<file path="src/rtl/rom_pkg.sv">
// Shared types and constants for the instruction ROM loader.
// ROM_CHECKSUM_EN adds the CHECK state used to verify a trailing checksum byte.
package rom_pkg;

    localparam int ROM_ADDR_W = 8;
    localparam logic [7:0] NOP_OPCODE = 8'h00;

    typedef enum logic [1:0] {
        ST_IDLE,
        ST_LOAD,
        ST_RUN
`ifdef ROM_CHECKSUM_EN
        , ST_CHECK
`endif
    } rom_state_t;

endpackage

</file>
<file path="src/rtl/instr_rom_loader_if.sv">
// Host load stream plus CPU fetch port of the instruction ROM loader.
// master = host/CPU side, slave = loader.
interface instr_rom_loader_if
    import rom_pkg::*;
#(
    parameter int ADDR_W = ROM_ADDR_W
);

    logic              load_start;
    logic [ADDR_W-1:0] load_len;
    logic              load_valid;
    logic [7:0]        load_data;
    logic              load_ready;
    logic              load_done;
    logic              cpu_reset;
    logic [ADDR_W-1:0] rom_address;
    logic [7:0]        opcode1;
    logic [7:0]        opcode2;
    logic              fetch_err;
    logic              csum_err;

    modport master (
        output load_start, load_len, load_valid, load_data, rom_address,
        input  load_ready, load_done, cpu_reset, opcode1, opcode2, fetch_err, csum_err
    );

    modport slave (
        input  load_start, load_len, load_valid, load_data, rom_address,
        output load_ready, load_done, cpu_reset, opcode1, opcode2, fetch_err, csum_err
    );

endinterface

</file>
<file path="src/rtl/rom_store.sv">
// 2**ADDR_W x 8 program array: one write port, two registered read ports
// at addr and addr+1 (wrapping). Reads return NOP_OPCODE when not enabled.
module rom_store
    import rom_pkg::*;
#(
    parameter int ADDR_W = ROM_ADDR_W
) (
    input  logic              clk,
    input  logic              reset,
    input  logic              wr_en,
    input  logic [ADDR_W-1:0] wr_addr,
    input  logic [7:0]        wr_data,
    input  logic              rd_en,
    input  logic [ADDR_W-1:0] rd_addr,
    output logic [7:0]        rd_data0,
    output logic [7:0]        rd_data1
);

    localparam int DEPTH = 2 ** ADDR_W;

    logic [7:0]        mem [DEPTH];
    logic [ADDR_W-1:0] rd_addr1;
    logic [7:0]        rd_data0_d, rd_data0_q;
    logic [7:0]        rd_data1_d, rd_data1_q;

    // Array contents survive reset on purpose; only the read registers clear.
    always_ff @(posedge clk) begin
        if (wr_en) begin
            mem[wr_addr] <= wr_data;
        end
    end

    always_comb begin
        rd_addr1   = rd_addr + ADDR_W'(1);
        rd_data0_d = NOP_OPCODE;
        rd_data1_d = NOP_OPCODE;
        if (rd_en) begin
            rd_data0_d = mem[rd_addr];
            rd_data1_d = mem[rd_addr1];
        end
    end

    always_ff @(posedge clk) begin
        if (reset) begin
            rd_data0_q <= NOP_OPCODE;
            rd_data1_q <= NOP_OPCODE;
        end else begin
            rd_data0_q <= rd_data0_d;
            rd_data1_q <= rd_data1_d;
        end
    end

    assign rd_data0 = rd_data0_q;
    assign rd_data1 = rd_data1_q;

endmodule

</file>
<file path="src/rtl/instr_rom_loader.sv">
// Loads a byte-serial program image and serves two-byte CPU fetches from it.
// Define ROM_CHECKSUM_EN to require a trailing byte making the 8-bit sum zero.
module instr_rom_loader
    import rom_pkg::*;
#(
    parameter int ADDR_W = ROM_ADDR_W
) (
    input  logic                clk,
    input  logic                reset,
    instr_rom_loader_if.slave   bus
);

    localparam int CNT_W = ADDR_W + 1;

    rom_state_t       state_d, state_q;
    logic [CNT_W-1:0] cnt_d, cnt_q;
    logic [ADDR_W-1:0] len_d, len_q;
    logic             done_d, done_q;
    logic             fetch_err_d, fetch_err_q;
    logic [CNT_W-1:0] len_full;
    logic             ready;
    logic             hs;
    logic             wr_en;
    logic             rd_en;
`ifdef ROM_CHECKSUM_EN
    logic [7:0]       sum_d, sum_q;
    logic             csum_err_d, csum_err_q;
`endif

    // A stored length of zero means the full array.
    assign len_full = {(len_q == '0), len_q};

    always_comb begin
        ready = (state_q == ST_LOAD);
`ifdef ROM_CHECKSUM_EN
        ready = ready | (state_q == ST_CHECK);
`endif
        hs = bus.load_valid & ready;
    end

    always_comb begin
        state_d = state_q;
        cnt_d   = cnt_q;
        len_d   = len_q;
        done_d  = 1'b0;
`ifdef ROM_CHECKSUM_EN
        sum_d      = sum_q;
        csum_err_d = csum_err_q;
`endif
        case (state_q)
            ST_IDLE, ST_RUN: begin
                if (bus.load_start) begin
                    state_d = ST_LOAD;
                    cnt_d   = '0;
                    len_d   = bus.load_len;
`ifdef ROM_CHECKSUM_EN
                    sum_d      = 8'h00;
                    csum_err_d = 1'b0;
`endif
                end
            end
            ST_LOAD: begin
                if (hs) begin
                    cnt_d = cnt_q + CNT_W'(1);
`ifdef ROM_CHECKSUM_EN
                    sum_d = sum_q + bus.load_data;
                    if (cnt_d == len_full) begin
                        state_d = ST_CHECK;
                    end
`else
                    if (cnt_d == len_full) begin
                        state_d = ST_RUN;
                        done_d  = 1'b1;
                    end
`endif
                end
            end
`ifdef ROM_CHECKSUM_EN
            ST_CHECK: begin
                if (hs) begin
                    sum_d = sum_q + bus.load_data;
                    if (sum_d == 8'h00) begin
                        state_d = ST_RUN;
                        done_d  = 1'b1;
                    end else begin
                        state_d    = ST_IDLE;
                        csum_err_d = 1'b1;
                    end
                end
            end
`endif
            default: state_d = ST_IDLE;
        endcase
    end

    // Fetch outputs are only live for cycles fully inside RUN, so the first
    // RUN cycle (load_done) and the first LOAD cycle after a restart read as NOP.
    always_comb begin
        wr_en       = hs & (state_q == ST_LOAD);
        rd_en       = (state_q == ST_RUN) & (state_d == ST_RUN);
        fetch_err_d = 1'b0;
        if (rd_en) begin
            fetch_err_d = bus.rom_address[0] |
                          (({1'b0, bus.rom_address} + CNT_W'(1)) >= len_full);
        end
    end

    always_ff @(posedge clk) begin
        if (reset) begin
            state_q     <= ST_IDLE;
            cnt_q       <= '0;
            len_q       <= '0;
            done_q      <= 1'b0;
            fetch_err_q <= 1'b0;
`ifdef ROM_CHECKSUM_EN
            sum_q      <= 8'h00;
            csum_err_q <= 1'b0;
`endif
        end else begin
            state_q     <= state_d;
            cnt_q       <= cnt_d;
            len_q       <= len_d;
            done_q      <= done_d;
            fetch_err_q <= fetch_err_d;
`ifdef ROM_CHECKSUM_EN
            sum_q      <= sum_d;
            csum_err_q <= csum_err_d;
`endif
        end
    end

    rom_store #(
        .ADDR_W (ADDR_W)
    ) u_store (
        .clk      (clk),
        .reset    (reset),
        .wr_en    (wr_en),
        .wr_addr  (cnt_q[ADDR_W-1:0]),
        .wr_data  (bus.load_data),
        .rd_en    (rd_en),
        .rd_addr  (bus.rom_address),
        .rd_data0 (bus.opcode1),
        .rd_data1 (bus.opcode2)
    );

    assign bus.load_ready = ready;
    assign bus.load_done  = done_q;
    assign bus.cpu_reset  = (state_q != ST_RUN);
    assign bus.fetch_err  = fetch_err_q;
`ifdef ROM_CHECKSUM_EN
    assign bus.csum_err   = csum_err_q;
`else
    assign bus.csum_err   = 1'b0;
`endif

endmodule
</file>
<file path="src/flat_wrapper.sv">
// flat-port wrapper written by rule: the top's interface ports become plain ports
module instr_rom_loader_flat import rom_pkg::*;
#(
    parameter int ADDR_W = ROM_ADDR_W
)
  (clk, reset, bus_load_start, bus_load_len, bus_load_valid, bus_load_data, bus_rom_address, bus_load_ready, bus_load_done, bus_cpu_reset, bus_opcode1, bus_opcode2, bus_fetch_err, bus_csum_err);
  instr_rom_loader_if #(.ADDR_W(ADDR_W)) bus_i ();
  input  logic clk;
  input  logic reset;
  input wire logic [$bits(bus_i.load_start)-1:0] bus_load_start;
  input wire logic [$bits(bus_i.load_len)-1:0] bus_load_len;
  input wire logic [$bits(bus_i.load_valid)-1:0] bus_load_valid;
  input wire logic [$bits(bus_i.load_data)-1:0] bus_load_data;
  input wire logic [$bits(bus_i.rom_address)-1:0] bus_rom_address;
  output wire logic [$bits(bus_i.load_ready)-1:0] bus_load_ready;
  output wire logic [$bits(bus_i.load_done)-1:0] bus_load_done;
  output wire logic [$bits(bus_i.cpu_reset)-1:0] bus_cpu_reset;
  output wire logic [$bits(bus_i.opcode1)-1:0] bus_opcode1;
  output wire logic [$bits(bus_i.opcode2)-1:0] bus_opcode2;
  output wire logic [$bits(bus_i.fetch_err)-1:0] bus_fetch_err;
  output wire logic [$bits(bus_i.csum_err)-1:0] bus_csum_err;
  assign bus_i.load_start = bus_load_start;
  assign bus_i.load_len = bus_load_len;
  assign bus_i.load_valid = bus_load_valid;
  assign bus_i.load_data = bus_load_data;
  assign bus_i.rom_address = bus_rom_address;
  assign bus_load_ready = bus_i.load_ready;
  assign bus_load_done = bus_i.load_done;
  assign bus_cpu_reset = bus_i.cpu_reset;
  assign bus_opcode1 = bus_i.opcode1;
  assign bus_opcode2 = bus_i.opcode2;
  assign bus_fetch_err = bus_i.fetch_err;
  assign bus_csum_err = bus_i.csum_err;
  instr_rom_loader #(.ADDR_W(ADDR_W)) u_core (.clk(clk), .reset(reset), .bus(bus_i));
endmodule
</file>
<file path="config.mk">
export PLATFORM = sky130hd
export DESIGN_NAME = instr_rom_loader_flat
export DESIGN_NICKNAME = d
export VERILOG_FILES = /design/src/rtl/rom_pkg.sv /design/src/rtl/instr_rom_loader_if.sv /design/src/rtl/rom_store.sv /design/src/rtl/instr_rom_loader.sv /design/src/flat_wrapper.sv
export SDC_FILE = /design/constraint.sdc
export NUM_CORES = 2
export LEC_CHECK = 0
export BUFFER_PORTS_ARGS = -buffer_cell sky130_fd_sc_hd__buf_2
export CORE_MARGIN = 2
export CORE_UTILIZATION = 25
export DETAILED_ROUTE_END_ITERATION = 8
export PLACE_DENSITY_LB_ADDON = 0.25
export REMOVE_ABC_BUFFERS = 1
export SLEW_MARGIN = 20
export SYNTH_ARGS = -nofsm -noshare
export SYNTH_HDL_FRONTEND = slang
export SYNTH_HIERARCHICAL = 1
export SYNTH_SLANG_ARGS = --single-unit
</file>
<file path="constraint.sdc">
create_clock -name clk -period 3.53 [get_ports clk]
set_clock_uncertainty 0.2 [all_clocks]
set_input_delay 0.706 -clock clk [delete_from_list [all_inputs] [get_ports clk]]
set_output_delay 0.706 -clock clk [all_outputs]
set_load 0.02 [all_outputs]
</file>
==> run_results.csv <==
group,metric,value,unit
run_status,status,"finished with violations",
run_status,violations,"setup timing",
die,coreArea,389000,um^2
clocking,cts_sinks,2085,
clocking,cts_max_level,4,
placed_design,place_inst,10400,
power,total_power,58.8,mW
grt,grt_pass1_wl,475000,um
worst_setup_path,cp-start-kind,"input port",
logic_synthesis,post-synth-top-area-fraction,63.0,%
run,drv_cap,0,
power,power.density,495,nW/um^2
detailed_routing,drcViolationCount,0,
die,die_y,629,um
timing,setup_viol,1,
logic_synthesis,yosysTopAreaCell,"edfxtp_1",
logic_synthesis,syn_area_per_cell,21.0,um^2
timing,timing.slew.headroom,26.8,%
final_layout,register_area,62200,um^2
worst_setup_path,end_kind,"register",
grt,grt_usage,17.0,%
clocking,clk_latency,0.91,ns
detailed_routing,vias,55500,
detailed_routing,vias_per_cell,5.11,
logic_synthesis,ys_ff_latch,2085,
grt,grt_max_degree,127,
final_layout,nFillCells,37600,
grt,grt_pass1_vias,56200,
logic_synthesis,synthCells,4659,
placed_design,portBuffers,47,
die,ios,49,
logic_synthesis,netlist_area,97600,um^2
detailed_routing,ant_nets,0,
die,initial_core_util,25.1,%
timing,worst_pin_slew,1.10,ns
final_layout,syn_to_final_growth,21.8,%
clocking,cts.clk_slew.worst_paths,0.06,ns
die,die_area,395000,um^2
timing,period_share,101,%
timing,fin_crit,3.57,ns
final_layout,fin_nets,5491,
logic_synthesis,yosys_warnings,6,
logic_synthesis,synth_edf_count,2048,
timing,rsz0062_at_grt,"false",
detailed_routing,drt_iter0_markers,6618,
timing,final-hold-violation-count,0,
die,die_x,629,um
die,rows,229,
final_layout,fin_util,30.6,%
logic_synthesis,ys.flop_type,"edfxtp_1",
logic_synthesis,yosysMostFrequentCell,"edfxtp_1",
power,vdd_drop_max,0.417,mV
logic_synthesis,synth-seq-area-share,63.8,%
detailed_routing,wirelength,344000,um
logic_synthesis,synth_cell_type_count,54,
worst_setup_path,cp.required,4.08,ns
timing,holdWs,0.0845,ns
clocking,postCtsSetupBuffers,0,
timing,fmax,280,MHz
timing,setup_slack,-0.0382,ns
placed_design,dp_hpwl,244000,um
clocking,cts_buffers,233,
clocking,clockBufferDepth,4,
grt,antenna_found_initial,16,
worst_setup_path,reg2reg_slack,0.25,ns
placed_design,globalplace.congestion,0.890,
final_layout,layoutNonFillerInstCount,10900,
hold_path,hold_class,"input port to register",
power,leakage,37.8,nW
clocking,cts_root_buffer,"clkbuf_16",
final_layout,drive_above_1_share,44.9,%
logic_synthesis,synth.area.top_cells,"edfxtp_1 (63%), mux4_2 (29%), mux2i_1 (1.1%)",
logic_synthesis,synth.top_cells.by_count,"edfxtp_1 (2048), mux4_2 (1251), nor2_1 (296)",
grt,grt_overflow,0,
final_layout,multi_input_area,33600,um^2
logic_synthesis,ys_async_sr_fraction,0,%
worst_setup_path,worst-setup-path-type,"input port to register",
clocking,tritoncts,"yes",
worst_setup_path,worstPathMaxFanout,18,
timing,slew_viol_final,0,
detailed_routing,wl_per_cell,31.7,um
worst_setup_path,crit_arrival,4.12,ns
detailed_routing,dr.pass1.iters,5,
[power breakdown]
group          switching (mW)  total (mW)  internal [mW]
combinational            3.53        6.32           2.79
sequential             0.0189        27.2           27.2
clock                    10.4        25.3           14.9
total                    14.0        58.8           44.9
[cell families after synthesis]
logic type	synth area share, %
muxes	30.0
xor gates and xnor gates	0.311
AOI/OAI and AO/OA	0.954
other	0.00384
adders and majority gates	0.154
and+or+nand+nor	2.78
buffers and inverters	2.01
DFF	63.8
[registers in the layout (all words and copies together) (netlist names)]
name	flops
u_core/u_store/mem	2048
u_core/bus.load_done	1
u_core/bus.fetch_err	1
u_core/u_store/rd_data0	8
u_core/u_store/rd_data1	8
u_core/len_q	8
u_core/state_q	2
u_core/cnt_q	9
[area by class of cell]
cell class / count / area share (%)
inverters: 13 / 0.0410
well taps: 5197 / 5.47
diodes: 18 / 0.0379
repair buffers: 928 / 7.22
multi-input cells: 2190 / 28.2
clock buffers: 297 / 5.34
clock inverters: 141 / 1.30
flip-flops and latches: 2085 / 52.3
[worst max-delay path, cell delays in order]
cell and delay, ns:
buf_12 0.15, buf_4 0.15, buf_12 0.18, buf_4 0.21, buf_12 0.14, buf_4 0.22
mux4_2 0.55, mux4_2 0.56, nand2_1 0.11, a21oi_1 0.17, a311oi_1 0.76, a21oi_1 0.13
[layer usage]
layer	GRT usage [%]	part of all wire, %
met5	0	0
met4	5.34	3.4
met3	2.65	6.8
met2	27.3	47
met1	23.7	43
[cells in the final DEF (no fill, tap or decap), types with 25 or more instances in the layout]
master,synthesis,routed
a21oi_1,40,40
a22oi_1,25,25
buf_12,0,125
buf_2,176,34
buf_4,38,734
bufinv_16,0,30
clkbuf_1,109,43
clkbuf_16,0,240
clkinv_1,0,42
clkinv_2,0,45
dfxtp_1,37,37
edfxtp_1,2048,2048
mux2i_1,111,109
mux4_2,1251,1251
nand2_1,200,200
nand3_1,82,73
nor2_1,296,292
[worst paths after layout]
check | start | endpoint | depth (start not counted)
min reg2reg | u_core/cnt_q[8]$_SDFFE_PP0P_ | u_core/cnt_q[8]$_SDFFE_PP0P_ | 2
min | bus_load_data[0] | u_core/u_store/mem[174][0]$_DFFE_PP_ | 1
max reg2reg | u_core/state_q[0]$_SDFF_PP0_ | u_core/u_store/mem[74][7]$_DFFE_PP_ | 7
max | bus_rom_address[0] | u_core/u_store/rd_data1[0]$_SDFF_PP0_ | 12
[timing repair]
action,CTS,global route
endpoints found under the setup margin,1,2
cloned,0,0
hold endpoints to repair,95,0
pin swaps,0,0
resized for setup,2,2
hold buffers,23,0
[metrics by stage]
stage	setup TNS, ns	instance area (um^2)	setup WS, ns
after CTS	0	119000	0.0327
after detailed placement	-11.76	111000	-1.38
after global routing	0	119000	0.0138
after global placement	-12.29	111000	-1.39
after floorplan	-83.78	95700	-10.86
final	-0.0382	119000	-0.0382
Power figures use the tool's default switching activity.
